**src/rtl/imhotep_pkg.sv**
```systemverilog
// Shared core parameters and the types used by the load/store unit.
package imhotep_pkg;

    localparam int XLEN      = 32;
    localparam int RAM_WIDTH = 10;

    typedef enum logic [2:0] {
        LB  = 3'b000,
        LH  = 3'b001,
        LW  = 3'b010,
        LBU = 3'b100,
        LHU = 3'b101
    } mem_funct3_e;

    typedef enum logic [1:0] {
        BYTE = 2'b00,
        HALF = 2'b01,
        WORD = 2'b10,
        NONE = 2'b11
    } mem_width_e;

    typedef enum logic [1:0] {
        IDLE   = 2'b00,
        ACCESS = 2'b01,
        RESP   = 2'b10
    } lsu_state_e;

endpackage

```
**src/rtl/lsu_if.sv**
```systemverilog
// Request/response handshake between the execute stage and the load/store unit.
interface lsu_if;

    logic                         req_valid_i;
    logic                         req_ready_o;
    logic                         req_we_i;
    logic [2:0]                   req_funct3_i;
    logic [imhotep_pkg::XLEN-1:0] req_addr_i;
    logic [imhotep_pkg::XLEN-1:0] req_wdata_i;

    logic                         rsp_valid_o;
    logic                         rsp_ready_i;
    logic [imhotep_pkg::XLEN-1:0] rsp_rdata_o;
    logic                         rsp_err_o;

    // Pipeline side: issues requests, consumes responses.
    modport master (
        output req_valid_i, req_we_i, req_funct3_i, req_addr_i, req_wdata_i, rsp_ready_i,
        input  req_ready_o, rsp_valid_o, rsp_rdata_o, rsp_err_o
    );

    // Load/store unit side.
    modport slave (
        input  req_valid_i, req_we_i, req_funct3_i, req_addr_i, req_wdata_i, rsp_ready_i,
        output req_ready_o, rsp_valid_o, rsp_rdata_o, rsp_err_o
    );

endinterface

```
**src/rtl/lsu_extend.sv**
```systemverilog
// Load data extension: picks the access-sized field of the raw RAM word and
// sign- or zero-extends it according to funct3.
module lsu_extend
    import imhotep_pkg::*;
(
    input  logic [2:0]      funct3,
    input  logic [XLEN-1:0] raw,
    output logic [XLEN-1:0] ext
);

    // Extension select; unknown codes yield zero.
    always_comb begin
        ext = '0;
        case (funct3)
            LB:      ext = {{(XLEN-8){raw[7]}}, raw[7:0]};
            LH:      ext = {{(XLEN-16){raw[15]}}, raw[15:0]};
            LW:      ext = raw;
            LBU:     ext = {{(XLEN-8){1'b0}}, raw[7:0]};
            LHU:     ext = {{(XLEN-16){1'b0}}, raw[15:0]};
            default: ext = '0;
        endcase
    end

endmodule

```
**src/rtl/lsu.sv**
```systemverilog
// Load/store unit: one request at a time, legality check, a single RAM
// access cycle, then a held response until the pipeline accepts it.
//
// state  | meaning
// IDLE   | ready for a request; RAM port parked (width NONE)
// ACCESS | one cycle driving the RAM; store commits / load captured at its end
// RESP   | response valid and held until rsp_ready_i
module lsu
    import imhotep_pkg::*;
#(
    parameter bit CHECK_ALIGN = 1'b1
)
(
    input  logic                 clk,
    input  logic                 reset_n,
    lsu_if.slave                 bus,
    output logic                 ram_w_rn_o,
    output logic [1:0]           ram_width_o,
    output logic [RAM_WIDTH-1:0] ram_addr_o,
    output logic [XLEN-1:0]      ram_data_o,
    input  logic [XLEN-1:0]      ram_data_i
);

    lsu_state_e           state_q;
    lsu_state_e           state_d;

    logic                 we_q;
    logic [2:0]           funct3_q;
    logic [RAM_WIDTH-1:0] addr_q;
    logic [XLEN-1:0]      wdata_q;
    logic [XLEN-1:0]      rdata_q;
    logic                 err_q;

    logic                 funct3_bad;
    logic                 range_bad;
    logic                 misaligned;
    logic                 illegal;
    logic                 accept;
    logic                 rsp_done;
    logic [XLEN-1:0]      load_ext;

    lsu_extend u_extend (
        .funct3 (funct3_q),
        .raw    (ram_data_i),
        .ext    (load_ext)
    );

    // Legality of the request currently offered on the bus.
    always_comb begin
        funct3_bad = 1'b0;
        if (bus.req_we_i) begin
            funct3_bad = !(bus.req_funct3_i inside {LB, LH, LW});
        end else begin
            funct3_bad = !(bus.req_funct3_i inside {LB, LH, LW, LBU, LHU});
        end
        range_bad  = |bus.req_addr_i[XLEN-1:RAM_WIDTH];
        misaligned = ((bus.req_funct3_i[1:0] == HALF) && bus.req_addr_i[0]) ||
                     ((bus.req_funct3_i[1:0] == WORD) && (bus.req_addr_i[1:0] != 2'b00));
        illegal    = funct3_bad || range_bad || (CHECK_ALIGN && misaligned);
    end

    // Next state, handshake outputs and the RAM port drive.
    always_comb begin
        state_d         = state_q;
        bus.req_ready_o = 1'b0;
        bus.rsp_valid_o = 1'b0;
        ram_w_rn_o      = 1'b0;
        ram_width_o     = NONE;
        ram_addr_o      = '0;
        ram_data_o      = '0;
        case (state_q)
            IDLE: begin
                bus.req_ready_o = 1'b1;
                if (bus.req_valid_i) begin
                    state_d = illegal ? RESP : ACCESS;
                end
            end
            ACCESS: begin
                ram_w_rn_o  = we_q;
                ram_width_o = funct3_q[1:0];
                ram_addr_o  = addr_q;
                ram_data_o  = wdata_q;
                state_d     = RESP;
            end
            RESP: begin
                bus.rsp_valid_o = 1'b1;
                if (bus.rsp_ready_i) begin
                    state_d = IDLE;
                end
            end
            default: state_d = IDLE;
        endcase
    end

    assign accept   = (state_q == IDLE) && bus.req_valid_i;
    assign rsp_done = (state_q == RESP) && bus.rsp_ready_i;

    assign bus.rsp_rdata_o = rdata_q;
    assign bus.rsp_err_o   = err_q;

    // State register.
    always_ff @(posedge clk or negedge reset_n) begin
        if (!reset_n) begin
            state_q <= IDLE;
        end else begin
            state_q <= state_d;
        end
    end

    // Request capture on accept; response data captured at the end of ACCESS
    // and cleared once the response has been taken.
    always_ff @(posedge clk or negedge reset_n) begin
        if (!reset_n) begin
            we_q     <= 1'b0;
            funct3_q <= 3'b000;
            addr_q   <= '0;
            wdata_q  <= '0;
            rdata_q  <= '0;
            err_q    <= 1'b0;
        end else if (accept) begin
            we_q     <= bus.req_we_i;
            funct3_q <= bus.req_funct3_i;
            addr_q   <= bus.req_addr_i[RAM_WIDTH-1:0];
            wdata_q  <= bus.req_wdata_i;
            rdata_q  <= '0;
            err_q    <= illegal;
        end else if (state_q == ACCESS) begin
            rdata_q  <= we_q ? '0 : load_ext;
        end else if (rsp_done) begin
            rdata_q  <= '0;
            err_q    <= 1'b0;
        end
    end

endmodule

```
**src/flat_wrapper.sv**
```systemverilog
// flat-port wrapper written by rule: the top's interface ports become plain ports
module lsu_flat import imhotep_pkg::*;
#(
    parameter bit CHECK_ALIGN = 1'b1
)
  (clk, reset_n, ram_w_rn_o, ram_width_o, ram_addr_o, ram_data_o, ram_data_i, bus_req_valid_i, bus_req_we_i, bus_req_funct3_i, bus_req_addr_i, bus_req_wdata_i, bus_rsp_ready_i, bus_req_ready_o, bus_rsp_valid_o, bus_rsp_rdata_o, bus_rsp_err_o);
  lsu_if bus_i ();
  input  logic clk;
  input  logic reset_n;
  output logic ram_w_rn_o;
  output logic [1:0] ram_width_o;
  output logic [RAM_WIDTH-1:0] ram_addr_o;
  output logic [XLEN-1:0] ram_data_o;
  input  logic [XLEN-1:0] ram_data_i;
  input wire logic [$bits(bus_i.req_valid_i)-1:0] bus_req_valid_i;
  input wire logic [$bits(bus_i.req_we_i)-1:0] bus_req_we_i;
  input wire logic [$bits(bus_i.req_funct3_i)-1:0] bus_req_funct3_i;
  input wire logic [$bits(bus_i.req_addr_i)-1:0] bus_req_addr_i;
  input wire logic [$bits(bus_i.req_wdata_i)-1:0] bus_req_wdata_i;
  input wire logic [$bits(bus_i.rsp_ready_i)-1:0] bus_rsp_ready_i;
  output wire logic [$bits(bus_i.req_ready_o)-1:0] bus_req_ready_o;
  output wire logic [$bits(bus_i.rsp_valid_o)-1:0] bus_rsp_valid_o;
  output wire logic [$bits(bus_i.rsp_rdata_o)-1:0] bus_rsp_rdata_o;
  output wire logic [$bits(bus_i.rsp_err_o)-1:0] bus_rsp_err_o;
  assign bus_i.req_valid_i = bus_req_valid_i;
  assign bus_i.req_we_i = bus_req_we_i;
  assign bus_i.req_funct3_i = bus_req_funct3_i;
  assign bus_i.req_addr_i = bus_req_addr_i;
  assign bus_i.req_wdata_i = bus_req_wdata_i;
  assign bus_i.rsp_ready_i = bus_rsp_ready_i;
  assign bus_req_ready_o = bus_i.req_ready_o;
  assign bus_rsp_valid_o = bus_i.rsp_valid_o;
  assign bus_rsp_rdata_o = bus_i.rsp_rdata_o;
  assign bus_rsp_err_o = bus_i.rsp_err_o;
  lsu #(.CHECK_ALIGN(CHECK_ALIGN)) u_core (.clk(clk), .reset_n(reset_n), .bus(bus_i), .ram_w_rn_o(ram_w_rn_o), .ram_width_o(ram_width_o), .ram_addr_o(ram_addr_o), .ram_data_o(ram_data_o), .ram_data_i(ram_data_i));
endmodule
```
**config.mk**
```make
export PLATFORM = sky130hd
export DESIGN_NAME = lsu_flat
export DESIGN_NICKNAME = d
export VERILOG_FILES = /design/src/rtl/imhotep_pkg.sv /design/src/rtl/lsu_if.sv /design/src/rtl/lsu_extend.sv /design/src/rtl/lsu.sv /design/src/flat_wrapper.sv
export SDC_FILE = /design/constraint.sdc
export NUM_CORES = 1
export LEC_CHECK = 0
export ABC_AREA = 1
export CAP_MARGIN = 20
export CORE_MARGIN = 3
export CORE_UTILIZATION = 30
export CTS_BUF_LIST = sky130_fd_sc_hd__clkbuf_2 sky130_fd_sc_hd__clkbuf_4 sky130_fd_sc_hd__clkbuf_8
export DETAILED_ROUTE_END_ITERATION = 8
export DONT_BUFFER_PORTS = 1
export PLACE_DENSITY = 0.54
export SLEW_MARGIN = 20
export SYNTH_ARGS = -nofsm -noshare
export SYNTH_HDL_FRONTEND = slang
export SYNTH_SLANG_ARGS = --single-unit
```
**constraint.sdc**
```tcl
create_clock -name clk -period 2.94 [get_ports clk]
set_clock_uncertainty 0.15 [all_clocks]
set_input_delay 0.147 -clock clk [delete_from_list [all_inputs] [get_ports clk]]
set_output_delay 0.147 -clock clk [all_outputs]
set_load 0.02 [all_outputs]
```
# ---- After elaboration in Yosys (flattened, before gate mapping)
# Cells that the tools add are included.
# Widths: inputs -> output; s select.
dict set report word_totals {
  register_bits 81
  in_bits 104
  out_inout_bits 80
}
dict set report op_classes {
  n_eq_ne 15
  n_mux 19
  n_reduce_logical 20
}
# op n
set op_table {}
lappend op_table {{$mux 32} 5}
lappend op_table {{$pmux 32 s5} 1}
lappend op_table {{$reduce_or 22->1} 1}
lappend op_table {{$eq 3x3->1 const B} 4}
lappend op_table {{$mux 10} 1}
lappend op_table {{$mux 2} 4}
lappend op_table {{$mux 1} 7}
lappend op_table {{$eq 3x1->1 const B} 2}
lappend op_table {{$eq 3x2->1 const B} 2}
lappend op_table {{$logic_not 3->1} 2}
lappend op_table {{$pmux 2 s3} 1}
lappend op_table {{$reduce_bool 3->1} 2}
lappend op_table {{$reduce_bool 5->1} 1}
lappend op_table {{$eq 2x1->1 const B} 2}
lappend op_table {{$eq 2x2->1 const B} 2}
lappend op_table {{$logic_and 1x1->1} 4}
lappend op_table {{$ne 2x2->1 const B} 2}
lappend op_table {{$reduce_and 2->1} 2}
lappend op_table {{$reduce_bool 2->1} 2}
lappend op_table {{$logic_or 1x1->1} 3}
lappend op_table {{$logic_not 1->1} 2}
lappend op_table {{$logic_not 2->1} 1}
lappend op_table {{$ne 2x1->1 const B} 1}

# ---- Depth between registers and ports, before layout
dict set report depth {
  ltp_word 9
  mapped_depth 9
  depth_no_buf 7
}

# ---- Modules after synthesis
# Synthesis repeated with hierarchy kept, for this count alone.
dict set report unflattened {
  cells_unflattened 525
  hier_area_um2 4310.4
}
# module n_inst cells_each area_per_inst_um2 seq_area_each_um2
set modules_own_cells {}
lappend modules_own_cells {lsu 1 441 3777.4 2026.9}
lappend modules_own_cells {lsu_extend 1 84 533.0 0.0}

# ---- Least setup slack after synthesis
# OpenSTA, ideal clock, no wires.
dict set report synth_path {
  kind {register -> register}
  start {register u_core.state_q[0]}
  end {register u_core.wdata_q[11]}
  setup_ps 126
  t_arrival_ps 1424
  setup_slack_ps 1240
  path_stages_with_launch 7
  n_path_buf 2
  cell_sequence {dfrtp_1 > nor2_1 > nand2_1 > inv_2 > buf_4 > buf_4 > o21ai_0}
}
dict set report synth_via {
  elab_chain_cells 2
}
# item line
set synth_rtl {}
lappend synth_rtl {{from (decl)} lsu.sv:24} ;# lsu_state_e state_q;
lappend synth_rtl {{from (signal assigned)} lsu.sv:106} ;# state_q <= state_d;
lappend synth_rtl {{$logic_not 2->1} lsu.sv:95} ;# assign accept = (state_q == IDLE) && bus.req_valid_i;
lappend synth_rtl {{$logic_and 1x1->1} lsu.sv:95}
lappend synth_rtl {{to (signal assigned)} lsu.sv:124} ;# wdata_q <= bus.req_wdata_i;
lappend synth_rtl {{to (decl)} lsu.sv:30} ;# logic [XLEN-1:0] wdata_q;
# Every way passes these cells.
# A chain may end at the register's enable or synchronous reset.

# ---- Final worst setup path
dict set report layout_path {
  start {input port bus_req_addr_i[18]}
  end {register u_core.err_q (netlist: u_core.bus.rsp_err_o)}
}
dict set report layout_via {
  elab_chain_cells 4
}
# item line
set layout_rtl {}
lappend layout_rtl {{from (decl)} flat_wrapper.sv:18} ;# input wire logic [$bits(bus_i.req_addr_i)-1:0] bus_req_addr_i;
lappend layout_rtl {{$reduce_or 22->1} lsu.sv:56} ;# range_bad = |bus.req_addr_i[XLEN-1:RAM_WIDTH];
lappend layout_rtl {{$logic_or 1x1->1 (2 in series)} lsu.sv:59} ;# illegal = funct3_bad || range_bad || (CHECK_ALIGN && misaligned);
lappend layout_rtl {{$mux 1} lsu.sv:120} ;# end else if (accept) begin
lappend layout_rtl {{to (signal assigned)} lsu.sv:126} ;# err_q <= illegal;
lappend layout_rtl {{to (decl)} lsu.sv:32} ;# logic err_q;
# Every way passes these cells.

==> flow_metrics.env <==
export IMPL_grt_pass1_wl_microns=17000
export IMPL_cts_tree="built"
export IMPL_slowest_stage="dlygate4sd3_1"
export IMPL_drt_pre_antenna_iters=5
export IMPL_dpl_cell_count=624
export IMPL_place_gp_congestion=0.6943
export IMPL_fin_nets=660
export IMPL_drive_above_1_share_pct=6.977
export IMPL_period_needed_ns=2.756
export IMPL_clockRootBuffer="clkbuf_8"
export IMPL_diodes=0
export IMPL_ir_drop_uv=259.0
export IMPL_cp_common_cell="dlygate4sd3_1"
export IMPL_rsz0062_at_grt="no"
export IMPL_path_max_fanout=2
export IMPL_syn_nets=579
export IMPL_yosysTopAreaCell="dfrtp_1"
export IMPL_worst_slew_pin_slew_ns=0.5851
export IMPL_port_buffers=0
export IMPL_clock_sinks=81
export IMPL_cp_required_ns=3.04
export IMPL_n_fill_cell=1200
export IMPL_fmax_ghz=0.3629
export IMPL_io_pins=184
export IMPL_slowest_delay_ns=0.59
export IMPL_synth_area_leaders="dfrtp_1, nand2_1, o21ai_0"
export IMPL_drc=0
export IMPL_die_width_microns=118.0
export IMPL_grt_pass1_vias=3274
export IMPL_grt_max_degree=85
export IMPL_synth_top_cell_area_share_pct=53.84
export IMPL_drv_cap=0
export IMPL_cp_num_buf_inv=4
export IMPL_slew_headroom_pct=60.94
export IMPL_end_kind="flip-flop"
export IMPL_die_area_sq_mm=0.01393
export IMPL_start_util_pct=30.96
export IMPL_htree_levels=3
export IMPL_p_per_area_mw_per_mm2=547.6
export IMPL_syn_instance_count=475
export IMPL_cts_buffers=9
export IMPL_dr_total_vias=3321
export IMPL_synth_seq_cells=81
export IMPL_post_cts_setup_buffers=0
export IMPL_cp_arrival_ns=2.86
export IMPL_rrSetupSlack_ns=0.80
export IMPL_finalSetupTns_ns=0
export IMPL_crit_chain="dlygate4sd3_1 -> nor2_1 -> dlygate4sd3_1 -> nand2_1 -> dlygate4sd3_1 -> nor2_1 -> nand3_1 -> dlygate4sd3_1 -> o21bai_1 -> nand2_1"
export IMPL_holdBufCountCts=89
export IMPL_clk_latency_ns=0.36
export IMPL_maxSlewViolCount=0
export IMPL_synthesis_area_sq_mm=0.003765
export IMPL_antenna_found_initial=0
export IMPL_status="complete, no violations"
export IMPL_period_share_pct=93.74
export IMPL_p_total_mw=2.730
export IMPL_avgSynthCellArea_sq_um=7.926
export IMPL_die_h_microns=118.0
export IMPL_clk_pin_slew_ns=0.08
export IMPL_grt_use_total_pct=15.40
export IMPL_routedWlPerCell_microns=14.74
export IMPL_routed_via_density=4.568
export IMPL_ctsLongestPathBuffers=2
export IMPL_synth_seq_area_share_pct=53.84
export IMPL_leakagePower_nw=2.416
export IMPL_final_hold_viol_count=0
export IMPL_setup_violations=0
export IMPL_hold_class="primary input to flip-flop"
export IMPL_routed_wirelength_microns=10720
export IMPL_cts_resized=0
export IMPL_core_area_sq_mm=0.01216
export IMPL_synth_distinct_cells=25
export IMPL_cp_start_kind="primary input"
export IMPL_dpl_hpwl_microns=6941
export IMPL_pre_cts_ws_ns=0.8498
export IMPL_area_growth_pct=32.40
export IMPL_final_setup_worst_slack_ns=0.1841
export IMPL_worstSetupPathType="primary input to flip-flop"
export IMPL_rows=40
export IMPL_grt_overflow=0
export IMPL_ys_warn_count=0
export IMPL_utilization_pct=40.99
export IMPL_cp_top_family="buffers and inverters"
export IMPL_drt_iter0_drc=174
export IMPL_antenna_left=0
export IMPL_fin_cells=727
-- metrics by stage --
step	area, sq um	hold WS, ns
2_1_floorplan	3765	-0.2986
3_3_place_gp	3875	-0.2969
3_5_place_dp	3875	-0.2967
4_1_cts	4985	0.05425
5_1_grt	4985	0.1121
6_report	4985	0.06522
-- state kept, by name, indices dropped and copies added, names as in the netlist --
name                    count
u_core.bus.rsp_rdata_o     32
u_core.wdata_q             32
u_core.addr_q              10
u_core.funct3_q             3
u_core.state_q              2
u_core.bus.rsp_err_o        1
u_core.we_q                 1
-- synth_stat cells --
master and instances:
nor3b_2 1, buf_12 1, buf_6 3, dfrtp_1 81
a21oi_1 8, nand2_2 10, buf_4 2, o21ai_1 7
inv_2 3, nand3_1 28, nand2_1 144, o21bai_1 2
inv_4 1, nor3_1 1, nand3_2 1, buf_2 7
nor2_8 1, clkbuf_2 1, nor2_1 61, and3_1 1
clkbuf_1 9, o21ai_0 49, nor2_4 2, inv_1 50
nor2_2 1
-- routing by layer --
metal	wire (microns)	track usage, %	part of all wire [%]
met1	4630	18.78	43
met2	5127	25.33	48
met3	806	4.709	7.5
met4	150	6.447	1.4
met5	0	0	0
-- layout make-up --
| type | instances | area, sq um | share of cell area, % |
|---|---|---|---|
| timing repair buffer | 93 | 950.9 | 19.08 |
| multi-input combinational | 317 | 1390 | 27.89 |
| sequential | 81 | 2027 | 40.66 |
| clock inverter | 4 | 70.07 | 1.406 |
| inverter | 54 | 205.2 | 4.116 |
| clock buffer | 10 | 131.4 | 2.636 |
| tap | 168 | 210.2 | 4.217 |
-- power breakdown --
part / internal (mW) / switching, mW / total, mW
Combinational: 0.209 / 0.347 / 0.557
Clock: 0.476 / 0.400 / 0.876
Sequential: 1.25 / 0.0519 / 1.30
-- logic make-up (layout without fill, tap and decap cells) --
family | after synthesis | after routing | synth area share [%]
flip-flops | 81 | 81 | 53.84
buffers and inverters | 77 | 161 | 9.239
AO/OA/AOI/OAI | 66 | 66 | 8.907
AND/OR/NAND/NOR | 251 | 251 | 28.02
-- worst paths after layout --
path,start,endpoint,cells past startpoint
max in group asynchronous,reset_n,u_core.bus.rsp_err_o$_DFFE_PN0P_,2
hold / removal,bus_req_funct3_i[0],u_core.state_q[0]$_DFFE_PN0P_,4
min in group asynchronous,reset_n,u_core.bus.rsp_rdata_o[5]$_DFFE_PN0P_,2
setup reg to reg,u_core.state_q[0]$_DFFE_PN0P_,u_core.funct3_q[2]$_DFFE_PN0P_,6
setup / recovery,bus_req_addr_i[18],u_core.bus.rsp_err_o$_DFFE_PN0P_,10
hold reg to reg,u_core.addr_q[1]$_DFFE_PN0P_,u_core.addr_q[1]$_DFFE_PN0P_,2
-- worst min-delay path, cell delays in order --
cell and delay, ns:
nor2_1 0.07, o21ai_0 0.09, nand3_1 0.17, nor3_1 0.07
-- cell usage in the layout (no fill, tap or decap), types with 3 or more instances in the layout --
cell and n:
nand2_1 144, dlygate4sd3_1 88, dfrtp_1 81, nor2_1 61, inv_1 50, o21ai_0 49
nand3_1 28, nand2_2 10, clkbuf_8 9, a21oi_1 8, o21ai_1 7, inv_2 3
buf_4 3
Power figures use the tool's default switching activity.
